==> src/rtl/regfile_sb.sv <==
// regfile_sb: register file with two write ports, registered dual read
// ports, optional write forwarding and a pending-load scoreboard.
//
// Ports:
//   clk, reset            clock and synchronous active-high reset
//   r_addr_a, r_addr_b    read addresses, sampled every rising edge
//   r_data_a, r_data_b    registered read data
//   busy_a, busy_b        registered scoreboard bits for the read addresses
//   we0/w_addr0/w_data0   write port 0 (ALU writeback)
//   we1/w_addr1/w_data1   write port 1 (load writeback; also retires busy)
//   busy_set, busy_addr   mark a register as awaiting a load
module regfile_sb #(
    parameter int DATA_W   = 8,
    parameter int ADDR_W   = 3,
    parameter int ZERO_REG = 0,
    parameter int BYPASS   = 1
) (
    input  logic              clk,
    input  logic              reset,
    input  logic [ADDR_W-1:0] r_addr_a,
    input  logic [ADDR_W-1:0] r_addr_b,
    output logic [DATA_W-1:0] r_data_a,
    output logic [DATA_W-1:0] r_data_b,
    output logic              busy_a,
    output logic              busy_b,
    input  logic              we0,
    input  logic [ADDR_W-1:0] w_addr0,
    input  logic [DATA_W-1:0] w_data0,
    input  logic              we1,
    input  logic [ADDR_W-1:0] w_addr1,
    input  logic [DATA_W-1:0] w_data1,
    input  logic              busy_set,
    input  logic [ADDR_W-1:0] busy_addr
);
    localparam int DEPTH = 2 ** ADDR_W;
    localparam bit ZR = ZERO_REG != 0;
    localparam bit BP = BYPASS != 0;

    logic [DATA_W-1:0] regs [DEPTH];
    logic [DEPTH-1:0]  busy;
    logic [DEPTH-1:0]  busy_nxt;
    logic              wr0;
    logic              wr1;
    logic [DATA_W-1:0] fwd_a;
    logic [DATA_W-1:0] fwd_b;

    // Writes to a hardwired zero register are discarded before they can
    // reach either the array or the forwarding path.
    assign wr0 = we0 && !(ZR && w_addr0 == '0);
    assign wr1 = we1 && !(ZR && w_addr1 == '0);

    // Set is applied after clear so a new load issued in the cycle the old
    // one retires keeps the register marked.
    always_comb begin
        busy_nxt = busy;
        if (we1)
            busy_nxt[w_addr1] = 1'b0;
        if (busy_set && !(ZR && busy_addr == '0))
            busy_nxt[busy_addr] = 1'b1;
    end

    // Forwarding mirrors the array's port-1-over-port-0 write priority so the
    // read result always matches the post-edge register contents.
    always_comb begin
        fwd_a = (ZR && r_addr_a == '0)             ? '0 :
                (BP && wr1 && w_addr1 == r_addr_a) ? w_data1 :
                (BP && wr0 && w_addr0 == r_addr_a) ? w_data0 : regs[r_addr_a];
        fwd_b = (ZR && r_addr_b == '0)             ? '0 :
                (BP && wr1 && w_addr1 == r_addr_b) ? w_data1 :
                (BP && wr0 && w_addr0 == r_addr_b) ? w_data0 : regs[r_addr_b];
    end

    always_ff @(posedge clk) begin
        if (reset) begin
            for (int i = 0; i < DEPTH; i++)
                regs[i] <= '0;
            busy     <= '0;
            r_data_a <= '0;
            r_data_b <= '0;
            busy_a   <= 1'b0;
            busy_b   <= 1'b0;
        end else begin
            if (wr0)
                regs[w_addr0] <= w_data0;
            if (wr1)
                regs[w_addr1] <= w_data1;
            busy     <= busy_nxt;
            r_data_a <= fwd_a;
            r_data_b <= fwd_b;
            busy_a   <= busy_nxt[r_addr_a];
            busy_b   <= busy_nxt[r_addr_b];
        end
    end
endmodule

==> config.mk <==
export PLATFORM = sky130hd
export DESIGN_NAME = regfile_sb
export DESIGN_NICKNAME = d
export VERILOG_FILES = /design/src/rtl/regfile_sb.sv
export SDC_FILE = /design/constraint.sdc
export NUM_CORES = 1
export LEC_CHECK = 0
export ABC_AREA = 1
export BUFFER_PORTS_ARGS = -buffer_cell sky130_fd_sc_hd__buf_2
export CAP_MARGIN = 20
export CORE_MARGIN = 4
export CORE_UTILIZATION = 39
export DETAILED_ROUTE_END_ITERATION = 8
export PLACE_DENSITY = 0.61
export SYNTH_ARGS = -nofsm -noshare
export SYNTH_HDL_FRONTEND = slang
export SYNTH_SLANG_ARGS = --single-unit
==> constraint.sdc <==
create_clock -name clk -period 1.5 [get_ports clk]
set_input_delay 0.075 -clock clk [delete_from_list [all_inputs] [get_ports clk]]
set_output_delay 0.075 -clock clk [all_outputs]
set_load 0.005 [all_outputs]
==> flow_summary.json <==
{
  "finalSetupViolations": 0,
  "grt_pass1_vias": 5027,
  "p_per_area_nw_per_um2": 1020,
  "chipHeight_um": 126,
  "antenna_found_initial": 0,
  "drc": 0,
  "fmax_mhz": 808,
  "final_cell_mix": "nand3_1, nand2_1, inv_1",
  "crit_required_ns": 1.75,
  "maxCapViolCount": 0,
  "yosysWarnings": 0,
  "gp_congestion": 0.963,
  "ys_seq_area_frac": 0.452,
  "cts_tree": "built",
  "p_sw_mw": 1.90,
  "hold_viol": 0,
  "pwr-share-clk": 0.365,
  "vias": 5587,
  "cts.path.max_buffers": 2,
  "post-route-period-util": 0.825,
  "cts-root-buf": "clkbuf_16",
  "stdcell_count": 919,
  "combPwrFrac": 0.178,
  "cts_setup_buffers": 0,
  "final_common_cell": "nand3_1",
  "synthAdderAreaFrac": 0,
  "hold_buffers": 0,
  "syn_inst": 678,
  "ant_nets": 0,
  "drive_gt1_frac": 0.175,
  "maxSlewHeadroom": 0.596,
  "p_seq_frac": 0.458,
  "synth-simple-area-share": 0.225,
  "drt_iter0_drc": 897,
  "dieArea_um2": 15800,
  "intPower_mw": 4.53,
  "rows": 42,
  "rsz0062_at_grt": "no",
  "status": "finished clean",
  "synth_nets": 714,
  "place.port_buffers": 53,
  "track_usage": 0.239,
  "place_hpwl_um": 13900,
  "core_area_um2": 13400,
  "num_io_pins": 54,
  "cts_made_buffers": 9,
  "synthMuxAreaShare": 0,
  "worst_pin_slew_ns": 0.607,
  "dpl_worst_slack_ns": -0.0418,
  "htreeDepth": 3,
  "dpl.cell_count": 903,
  "wl_per_cell_um": 20.9,
  "first_pass_iters": 5,
  "avgSynthCellArea_um2": 7.97,
  "synth_cell_types": 27,
  "clock-sinks": 90,
  "synth_top_family_by_area": "simple AND/OR/NAND/NOR gates",
  "die_w_um": 126,
  "slew_violations": 0,
  "period_needed_ns": 1.24,
  "setup_ws_ns": 0.263,
  "initial_core_util": 0.403,
  "area_growth_pct": 16.8,
  "diodes": 0,
  "grt_pass1_wl_um": 29000,
  "arrival_ns": 1.48,
  "clk_latency_ns": 0.36,
  "clock_skew_ns": 0.0108,
  "p_sw_frac": 0.295,
  "holdCritPathClass": "in -> reg",
  "ctsResizeCount": 0,
  "ir_drop_uv": 561,
  "drt-total-wl_um": 19300,
  "clk_pin_slew_ns": 0.07,
  "fin_nets": 774,
  "endpoint_kind": "flop",
  "synth_xor_area_frac": 0.00486,
  "leakage_nw": 2.59,
  "grt_max_degree": 65,
  "grt_overflow": 0,
  "path_max_fanout": 2,
  "synth-seq-cells": 90,
  "netlist_area_um2": 5410,
  "start_kind": "flop",
  "worstSetupPathType": "reg -> reg",
  "avgViaCountPerCell": 6.08,
  "synth_compound_area_frac": 0.223
}
==> final cells by class <==
| type | instances | area (um^2) |
|---|---|---|
| Tap cell | 176 | 220 |
| Timing Repair Buffer | 82 | 546 |
| Sequential cell | 90 | 2440 |
| Clock inverter | 7 | 75.1 |
| Inverter | 91 | 354 |
| Clock buffer | 9 | 225 |
| Multi-Input combinational cell | 464 | 2450 |
| Fill cell | 1307 | 7090 |
==> sequential cells by signal (all words and copies together) (netlist names) <==
name	cells
regs	64
busy_a	1
busy	8
r_data_b	8
r_data_a	8
busy_b	1
==> path summary, 6_finish.rpt <==
path                                            from                     end  slack [ns]  depth (start not counted)
worst max-delay path            regs[1][0]$_DFFE_PP_  r_data_a[0]$_SDFF_PP0_        0.26                          6
worst min-delay path                      w_data1[1]  r_data_a[1]$_SDFF_PP0_        0.03                          3
worst max register to register  regs[1][0]$_DFFE_PP_  r_data_a[0]$_SDFF_PP0_        0.26                          6
worst min register to register    busy[0]$_SDFF_PP0_      busy[0]$_SDFF_PP0_        0.50                          2
==> worst max-delay path, cell delays in order, from the launching register on <==
cell and delay [ns]:
edfxtp_1 0.37, inv_1 0.12, a21oi_1 0.07, o21ai_0 0.11, nand3_1 0.20, nand3_1 0.18
a21oi_1 0.08
==> power by group through the flow <==
stage	Combinational, mW	Clock, mW	Sequential [mW]
CTS	1.11	2.37	2.94
detailed placement	1.10	0	2.99
global route	1.23	2.44	2.95
global placement	1.09	0	2.99
finish	1.14	2.34	2.94
floorplan	0.661	0	2.97
==> synthesized netlist by cell type <==
library cell  number  area (um^2)
clkinv_1           9         33.8
edfxtp_1          64         1920
o22ai_1           67          419
o21ai_0           43          215
nor3_2             1         10.0
nand2_4            2         22.5
nand2_2            2         12.5
dfxtp_1           26          521
clkbuf_1          17         63.8
a21oi_2           10         87.6
inv_1             78          293
o211ai_1          32          240
buf_6              2         22.5
xor2_1             3         26.3
nor2_2             4         25.0
nand3_2            8         80.1
nand2_1           99          372
buf_4              3         22.5
nor2_4             1         11.3
nor2_1            36          135
a21oi_1           49          245
clkinv_8           1         16.3
buf_1              3         11.3
nor3_4             1         16.3
inv_2              3         11.3
buf_2              8         40.0
nand3_1          106          531
==> through the flow <==
stage	power, mW	area, um^2	util	hold slack, ns	setup TNS, ns
after detailed placement	4.09	6010	0.449	0.389	-0.199
after CTS	6.42	6310	0.471	0.0217	0
after global routing	6.63	6310	0.471	0.0554	0
after global placement	4.08	6010	0.449	0.380	-0.0534
after floorplan	3.63	5410	-	0.266	0
final	6.42	6310	0.471	0.0320	0
==> metal layers <==
metal | share of wire | vias up | wire (um) | track usage
met5 | 0 | - | 0 | 0
met4 | 0.040 | 0 | 767 | 0.118
met3 | 0.13 | 49 | 2590 | 0.0567
met2 | 0.42 | 427 | 8100 | 0.329
met1 | 0.40 | 2580 | 7790 | 0.348
li1 | - | 2531 | - | -
==> logic make-up after synthesis <==
| group | Yosys count |
|---|---|
| XOR/XNOR | 3 |
| buffers and inverters | 124 |
| AO/OA/AOI/OAI | 201 |
| flip-flops | 90 |
| AND/OR/NAND/NOR | 260 |
(Power assumes the default switching activity.)
